## src/rtl/adc_scan_seq.sv

```systemverilog
// Channel-scan sequencer: walks ADC channels 0..N-1 with a req/ack handshake per
// channel and writes each sample into the ADC_RAW register file.
module adc_scan_seq #(
  parameter int unsigned NCH_MAX = 8,
  parameter int unsigned DATA_W  = 24,
  parameter int unsigned TMO_W   = 16,
  parameter int unsigned PER_W   = 24,
  localparam int unsigned CH_W   = (NCH_MAX > 1) ? $clog2(NCH_MAX) : 1
) (
  input  logic              wb_clk_i,
  input  logic              wb_rst_ni,
  input  logic              cfg_enable,
  input  logic              cfg_start,
  input  logic              cfg_snapshot,
  input  logic              cfg_continuous,
  input  logic [3:0]        cfg_num_ch,
  input  logic [PER_W-1:0]  cfg_period,
  input  logic [TMO_W-1:0]  cfg_timeout,
  output logic              adc_req_o,
  output logic [CH_W-1:0]   adc_ch_o,
  input  logic              adc_ack_i,
  input  logic [DATA_W-1:0] adc_data_i,
  output logic              raw_we_o,
  output logic [CH_W-1:0]   raw_ch_o,
  output logic [31:0]       raw_data_o,
  output logic              busy_o,
  output logic              scan_done_o,
  output logic              tmo_o,
  output logic [CH_W-1:0]   tmo_ch_o,
  output logic [31:0]       scan_cnt_o
);

  typedef enum logic [2:0] {
    S_IDLE = 3'd0,
    S_REQ  = 3'd1,
    S_WR   = 3'd2,
    S_DONE = 3'd3,
    S_WAIT = 3'd4
  } state_e;

  state_e state_q, state_d;

  logic [CH_W-1:0]  ch_q, ch_d;
  logic [CH_W-1:0]  last_q, last_d;
  logic [TMO_W-1:0] tmo_cnt_q, tmo_cnt_d;
  logic [PER_W-1:0] per_cnt_q, per_cnt_d;
  logic             pend_q, pend_d;

  logic             req_d, busy_d, raw_we_d, done_d, tmo_d;
  logic [CH_W-1:0]  raw_ch_d, tmo_ch_d;
  logic [31:0]      raw_data_d, scan_cnt_d;

  logic             trig;
  logic             ack_hit;
  logic             tmo_hit;
  logic             last_ch;
  logic             scan_start;
  logic [CH_W-1:0]  num_last;

  assign trig    = cfg_enable && (cfg_start || cfg_snapshot);
  assign ack_hit = (state_q == S_REQ) && adc_ack_i;
  assign tmo_hit = (state_q == S_REQ) && !adc_ack_i && (cfg_timeout != '0) &&
                   (TMO_W'(tmo_cnt_q + TMO_W'(1)) == cfg_timeout);
  assign last_ch = (ch_q == last_q);

  // Index of the last channel of a scan: 0 means one channel, large values clamp.
  always_comb begin
    num_last = '0;
    if (cfg_num_ch == 4'd0) begin
      num_last = '0;
    end else if (32'(cfg_num_ch) > NCH_MAX) begin
      num_last = CH_W'(NCH_MAX - 1);
    end else begin
      num_last = CH_W'(cfg_num_ch - 4'd1);
    end
  end

  // State register.
  always_ff @(posedge wb_clk_i or negedge wb_rst_ni) begin
    if (!wb_rst_ni) begin
      state_q <= S_IDLE;
    end else begin
      state_q <= state_d;
    end
  end

  // Next-state logic; a dropped enable aborts from any state.
  always_comb begin
    state_d = state_q;
    if (!cfg_enable) begin
      state_d = S_IDLE;
    end else begin
      unique case (state_q)
        S_IDLE: begin
          if (trig) state_d = S_REQ;
        end
        S_REQ: begin
          if (ack_hit || tmo_hit) state_d = S_WR;
        end
        S_WR: begin
          state_d = last_ch ? S_DONE : S_REQ;
        end
        S_DONE: begin
          if (pend_q || trig) begin
            state_d = S_REQ;
          end else if (cfg_continuous) begin
            state_d = (cfg_period == '0) ? S_REQ : S_WAIT;
          end else begin
            state_d = S_IDLE;
          end
        end
        S_WAIT: begin
          if (trig) begin
            state_d = S_REQ;
          end else if (!cfg_continuous) begin
            state_d = S_IDLE;
          end else if (per_cnt_q == '0) begin
            state_d = S_REQ;
          end
        end
        default: state_d = S_IDLE;
      endcase
    end
  end

  assign scan_start = (state_d == S_REQ) && (state_q != S_REQ) && (state_q != S_WR);

  // Output and datapath next values; outputs are registered from the next state.
  always_comb begin
    ch_d       = ch_q;
    last_d     = last_q;
    tmo_cnt_d  = tmo_cnt_q;
    per_cnt_d  = per_cnt_q;
    pend_d     = pend_q;
    raw_ch_d   = raw_ch_o;
    raw_data_d = raw_data_o;
    tmo_ch_d   = tmo_ch_o;
    scan_cnt_d = scan_cnt_o;
    raw_we_d   = 1'b0;
    tmo_d      = 1'b0;
    req_d      = (state_d == S_REQ);
    busy_d     = (state_d == S_REQ) || (state_d == S_WR) || (state_d == S_DONE);
    done_d     = (state_d == S_DONE);

    if (scan_start) begin
      ch_d   = '0;
      last_d = num_last;
    end else if ((state_q == S_WR) && (state_d == S_REQ)) begin
      ch_d = ch_q + CH_W'(1);
    end

    if ((state_d == S_REQ) && (state_q != S_REQ)) begin
      tmo_cnt_d = '0;
    end else if (state_q == S_REQ) begin
      tmo_cnt_d = tmo_cnt_q + TMO_W'(1);
    end

    if ((state_q == S_DONE) && (state_d == S_WAIT)) begin
      per_cnt_d = cfg_period - PER_W'(1);
    end else if ((state_q == S_WAIT) && (state_d == S_WAIT)) begin
      per_cnt_d = per_cnt_q - PER_W'(1);
    end

    // One-deep pending trigger; coalesces repeats, dropped on abort or scan start.
    if (!cfg_enable || scan_start) begin
      pend_d = 1'b0;
    end else if (trig && ((state_q == S_REQ) || (state_q == S_WR) || (state_q == S_DONE))) begin
      pend_d = 1'b1;
    end

    if ((state_q == S_REQ) && (state_d == S_WR)) begin
      if (tmo_hit) begin
        tmo_d    = 1'b1;
        tmo_ch_d = ch_q;
      end else begin
        raw_we_d   = 1'b1;
        raw_ch_d   = ch_q;
        raw_data_d = 32'(adc_data_i);
      end
    end

    if (state_d == S_DONE) begin
      scan_cnt_d = scan_cnt_o + 32'd1;
    end
  end

  // Datapath and output registers.
  always_ff @(posedge wb_clk_i or negedge wb_rst_ni) begin
    if (!wb_rst_ni) begin
      ch_q        <= '0;
      last_q      <= '0;
      tmo_cnt_q   <= '0;
      per_cnt_q   <= '0;
      pend_q      <= 1'b0;
      adc_req_o   <= 1'b0;
      busy_o      <= 1'b0;
      raw_we_o    <= 1'b0;
      raw_ch_o    <= '0;
      raw_data_o  <= '0;
      scan_done_o <= 1'b0;
      tmo_o       <= 1'b0;
      tmo_ch_o    <= '0;
      scan_cnt_o  <= '0;
    end else begin
      ch_q        <= ch_d;
      last_q      <= last_d;
      tmo_cnt_q   <= tmo_cnt_d;
      per_cnt_q   <= per_cnt_d;
      pend_q      <= pend_d;
      adc_req_o   <= req_d;
      busy_o      <= busy_d;
      raw_we_o    <= raw_we_d;
      raw_ch_o    <= raw_ch_d;
      raw_data_o  <= raw_data_d;
      scan_done_o <= done_d;
      tmo_o       <= tmo_d;
      tmo_ch_o    <= tmo_ch_d;
      scan_cnt_o  <= scan_cnt_d;
    end
  end

  assign adc_ch_o = ch_q;

endmodule

```

## config.mk

```make
export PLATFORM = sky130hd
export DESIGN_NAME = adc_scan_seq
export DESIGN_NICKNAME = d
export VERILOG_FILES = /design/src/rtl/adc_scan_seq.sv
export SDC_FILE = /design/constraint.sdc
export NUM_CORES = 1
export LEC_CHECK = 0
export CORE_ASPECT_RATIO = 1.4
export CORE_MARGIN = 8
export CORE_UTILIZATION = 52
export DETAILED_ROUTE_END_ITERATION = 6
export HOLD_SLACK_MARGIN = 0.03
export PLACE_DENSITY = 0.82
export SYNTH_ARGS = -nofsm -noshare
export SYNTH_HDL_FRONTEND = slang
export SYNTH_SLANG_ARGS = --single-unit
```

## constraint.sdc

```tcl
create_clock -name wb_clk_i -period 4.8 [get_ports wb_clk_i]
set_input_delay 0.96 -clock wb_clk_i [delete_from_list [all_inputs] [get_ports wb_clk_i]]
set_output_delay 0.96 -clock wb_clk_i [all_outputs]
set_load 0.01 [all_outputs]
```

# Yosys cells after proc, flatten, opt, wreduce, memory -nomap -nowiden
# Cells that the tools add are included.
[word_totals]
register_bits = 117
output_inout_bits = 78
elab_cells = 93
[classes]
bitwise_logic = 1
order_cmp = 1
n_addsub = 6
muxes = 25
eq_ne = 12
reduce_logical = 33
[ops]
columns = ["op", "count"]
rows = [
  ["zero test 24 bit", 2],
  ["two-way mux 24 bit", 2],
  ["subtractor 24 x 1 -> 24 bit, second input constant", 2],
  ["two-way mux 3 bit", 13],
  ["adder 32 x 1 -> 32 bit, second input constant", 1],
  ["two-way mux 16 bit", 2],
  ["adder 16 x 1 -> 16 bit, second input constant", 1],
  ["== test 16 bit", 1],
  ["nonzero test 16 bit", 1],
  ["case mux 3 bit (5 select lines)", 1],
  ["== test 3 x 2 -> 1 bit, second input constant", 4],
  ["logical AND 1 bit", 12],
  ["logical OR 1 bit", 8],
  ["nonzero test 2 bit", 4],
  ["== test 3 x 1 -> 1 bit, second input constant", 2],
  ["== test 3 bit, second input constant", 2],
  ["two-way mux 1 bit", 6],
  ["> comparator 4 bit, second input constant", 1],
  ["zero test 4 bit", 1],
  ["AND reduction 2 bit", 2],
  ["adder 3 x 1 -> 3 bit, second input constant", 1],
  ["== test 3 bit", 1],
  ["zero test 3 bit", 1],
  ["!= test 3 x 1 -> 1 bit, second input constant", 1],
  ["5 further kinds", 6],
]

# Longest topological paths before layout
[logic_depth]
ltp_word = 13
mapped_depth = 13
ltp_nobuf = 10

# Worst setup path before layout
# No wires, ideal clock.
[synth_timing]
path_kind = "in2reg"
from = "in cfg_snapshot"
to = "reg per_cnt_q[20]"
path_slack_ns = 0.148
path_buffers = 2
cell_stages = 12
t_arrival_ns = 4.518
cell_sequence = "o21ai_1 > nand4_4 > a211oi_4 > clkbuf_1 > buf_1 > mux2i_1 > ha_1 > inv_1 > or4_4 > or3_4 > a2111oi_4 > a211oi_1"
[synth_via]
elab_chain_cells = 9
word_cells_on_any_way = 13
[synth_lines]
columns = ["item", "line", "rtl"]
rows = [
  ["from (decl)", "14", "input logic cfg_snapshot,"],
  ["logical OR 1 bit *", "60", "assign trig = cfg_enable && (cfg_start || cfg_snapshot);"],
  ["logical AND 1 bit *", "60", ""],
  ["logical OR 1 bit", "104", "if (pend_q || trig) begin"],
  ["two-way mux 3 bit", "104", ""],
  ["case mux 3 bit (5 select lines) *", "93", "unique case (state_q)"],
  ["two-way mux 3 bit *", "90", "if (!cfg_enable) begin"],
  ["== test 3 bit *", "158, 160", ""],
  ["logical AND 1 bit (on tied branches)", "158, 160", ""],
  ["two-way mux 24 bit / nonzero test 2 bit (equally long branches)", "--", ""],
  ["to (signal assigned)", "208", "per_cnt_q <= per_cnt_d;"],
  ["to (decl)", "46", "logic [PER_W-1:0] per_cnt_q, per_cnt_d;"],
]
# Every way passes the cells marked *; elsewhere a longest branch is shown, timed or not.
# A chain may end at the register's enable or synchronous reset.

# Worst setup path after layout
[layout_timing]
from = "in cfg_enable"
to = "reg per_cnt_q[20]"
[layout_via]
elab_chain_cells = 8
word_cells_on_any_way = 12
[layout_lines]
columns = ["item", "line", "rtl"]
rows = [
  ["from (decl)", "12", "input logic cfg_enable,"],
  ["logical AND 1 bit", "60", ""],
  ["logical OR 1 bit", "104", ""],
  ["two-way mux 3 bit", "104", ""],
  ["case mux 3 bit (5 select lines)", "93", ""],
  ["two-way mux 3 bit *", "90", ""],
  ["== test 3 bit *", "158, 160", ""],
  ["logical AND 1 bit (on tied branches)", "158, 160", ""],
  ["two-way mux 24 bit / nonzero test 2 bit (equally long branches)", "--", ""],
]
# Marked as above.

==> results.md <==
* Switch share at 30.5%
* Area leader, netlist: dfrtp_1
* IO buf count at between 100 and 150
* Die Ht at roughly 150 um
* Top cells by area, synth: dfrtp_1, mux2_2, xnor2_1
* Inst Count DP at 1068
* Cell count of the worst reg-to-reg path at 11
* Min-delay src: scan_cnt_o[31]
* # DRC at 0
* Final wirelength at slightly above 20000 um
* Resize count post-CTS at 0
* Worst Path Max Fanout at 6
* TritonRoute pass-1 iters at 5
* Post CTS Setup Buffer Count at 0
* Worst r2r src: state_q[2]
* Die width at approximately 110 um
* Iteration-0 DRC count of the detailed router at ~400
* Post-Layout Cell Count at 1101
* Final #Nets at just under 1000
* Most common cell in the netlist: dfrtp_1
* Clk_lat worst skew at about 0.4 ns
* Core area at between 10000 and 15000 um2
* Placed Area at 8600 um2
* Rows at 50
* Post-synthesis cell count at around 760
* Total track usage at about a quarter
* Post-synth top cells: dfrtp_1, nor2_1, nand2_1
* Bufs on Longest Clock Path at 2
* Highest clock rate at around 0.24 GHz
* Flop pwr share at a little under two fifths
* Number of vias per cell at about 6
* Startpoint Class: input port
* Share of the synthesized area in the top cell type at 41.9%
* Die Area at ~17000 um2
* Avg Synthesized Cell Area at a little over 9 um2
* Gpl congestion at about 0.96
* Reg-to-reg slack, setup at between 1 and 1.5 ns
* Outcome: complete, no violations
* Io pins at between 150 and 200
* Sw Pwr at roughly 1100 uW
* CTS tree: done
* Clock power share at between 30% and 40%
* Leakage at roughly 0.0037 uW
* CP Data Arrival Time at roughly 4.4 ns
* Finished Cell Area at ~9200 um2
* Post-synthesis sequential area ratio at 41.9%
* Final Hold Slack at approximately 0.47 ns
* Comb pwr share at between 20 and 30%
* Synth Flop Type: dfrtp_1
* CTS H-tree lvls at 4
* Setup Skew at between 0.01 and 0.015 ns
* Initial Util at ~53%
* Worst vdd ir at 0.000239 V
* Fraction of registers with async set/reset at between 90% and 100%
* Vias in the first global route at 6495
* Required @ worst endpoint at between 5 and 6 ns
* RSZ-0062 raised after global routing: false
* Total number of yosys warnings at 0
* Pwr/cell area at about 380 nW/um2
* Internal power at about 2400 uW
* Maxcap violations at 0
* DRT antenna net count at 0
* Slew headroom at between 10% and 20%
* Min cycle time layout at between 4 and 5 ns
* DR vias at ~6700
* WS Path Type: in -> reg
* # setup viols final at 0
* Final HPWL DP at between 10000 and 15000 um
* Setup tns final at 0 ns
* Mapped cell area at between 6000 and 7000 um2
* Post-synth EDFFs at 0
* Synth unique cells at 70
* Hold depth at 1
* Hold buffer count at CTS at 0
* Clk sinks at between 100 and 150
* Least-Margin Pin Slew at around 1.2 ns
* Clock buffer count from CTS at 17
* Total power at roughly 3500 uW
* Layout cells sized above 1 at a little over a tenth
* First-pass GRT wire length at about 33000 um
* #FFs+latches synth at 117
* Area grow syn2layout at 31.7%
* Fin crit share at between 80% and 90%
* Critical path endpoint category: register
* Slew Viols, Final at 0
* WL per Instance at about 19 um
* Hold Violations, Final at 0
* Worst R2R End: per_cnt_q[20]
* Grt ovf at 0
* Largest net degree at the start of global routing at 56
* Worst-path clk slew at about 0.06 ns
* Initial antenna violation count at 1
* Hold crit path type: reg -> reg
* Root Driver: clkbuf_16
* Hold EP: scan_cnt_o[31]
## cells by family (layout without fill, tap and decap cells)
logic type | count (synthesis) | after routing | share of synthesized area, %
multiplexers | 53 | 53 | 8.29
AND/OR/NAND/NOR | 302 | 302 | 22.2
adder cells (fa/ha/maj) | 6 | 6 | 1.04
other | 1 | 9 | 0.0537
XOR/XNOR | 52 | 52 | 6.52
buffers and inverters | 64 | 213 | 4.08
AO/OA/AOI/OAI | 167 | 167 | 15.9
flip-flops | 117 | 117 | 41.9
## flip-flops by register name (all words and copies together), names as in the netlist
name,count
raw_data_o,24
last_q,3
tmo_cnt_q,16
pend_q,1
adc_req_o,1
raw_we_o,1
tmo_o,1
scan_done_o,1
scan_cnt_o,32
state_q,3
per_cnt_q,24
busy_o,1
tmo_ch_o,3
raw_ch_o,3
adc_ch_o,3
## cell type report
class,instances,area [um2]
clock buffers,19,453
multi-input cells,588,3800
diodes,1,2.50
repair buffers,160,1560
flip-flops and latches,117,2930
clock inverters,13,146
inverters,21,78.8
well taps,182,228
fillers,1036,4070
## power groups by stage
stage                     clock, uW  sequential (uW)  combinational, uW
after floorplan                   0             1340                454
after global placement            0             1330                881
after detailed placement          0             1340                898
after CTS                      1290             1330                906
final                          1270             1330                905
after global routing           1340             1350                977
## per-stage QoR
step           utilization (%)  worst slack, ns
3_3_place_gp              64.8            0.322
6_report                  69.3            0.656
4_1_cts                   69.3            0.714
3_5_place_dp              64.8            0.274
5_1_grt                   69.3            0.526
2_1_floorplan                -            0.148
## worst max-delay path by stage
stage	depth (start not counted)	endpoint	startpoint
global route	11	per_cnt_q[20]	cfg_period[9]
floorplan	12	per_cnt_q[20]	cfg_snapshot
detailed placement	11	per_cnt_q[20]	cfg_period[9]
finish	11	per_cnt_q[20]	cfg_enable
CTS	11	per_cnt_q[20]	cfg_period[9]
global placement	10	per_cnt_q[20]	cfg_enable
## worst max-delay path, cell delays in order
cell and delay [ns]:
clkdlybuf4s50_1 0.52, o21ai_1 0.32, nand4_4 0.21, a211oi_4 0.31
mux2i_1 0.29, ha_1 0.29, inv_1 0.13, or4_4 0.59
or3_4 0.41, a2111oi_4 0.31, a211oi_1 0.08
## per-layer routing
layer  track usage (%)  wire length [um]  vias to the layer above
met5                 0                 0                        -
li1                  -                 -                     3097
met2              40.1             10500                      297
met4              10.4               652                        0
met1              26.8              8020                     3220
met3              5.84              1400                       54
## layout by cell type (no fill, tap or decap), types with 26 or more instances in the layout
cell and instances:
nor2_1 71, o21ai_0 37, xnor2_1 36, nor3_1 28, nor4_1 26, nand2_1 65, clkdlybuf4s50_1 143, a21oi_1 37
mux2_2 35, dfrtp_1 117, nand3_1 32
No activity file was read; power rests on OpenSTA's default activity.
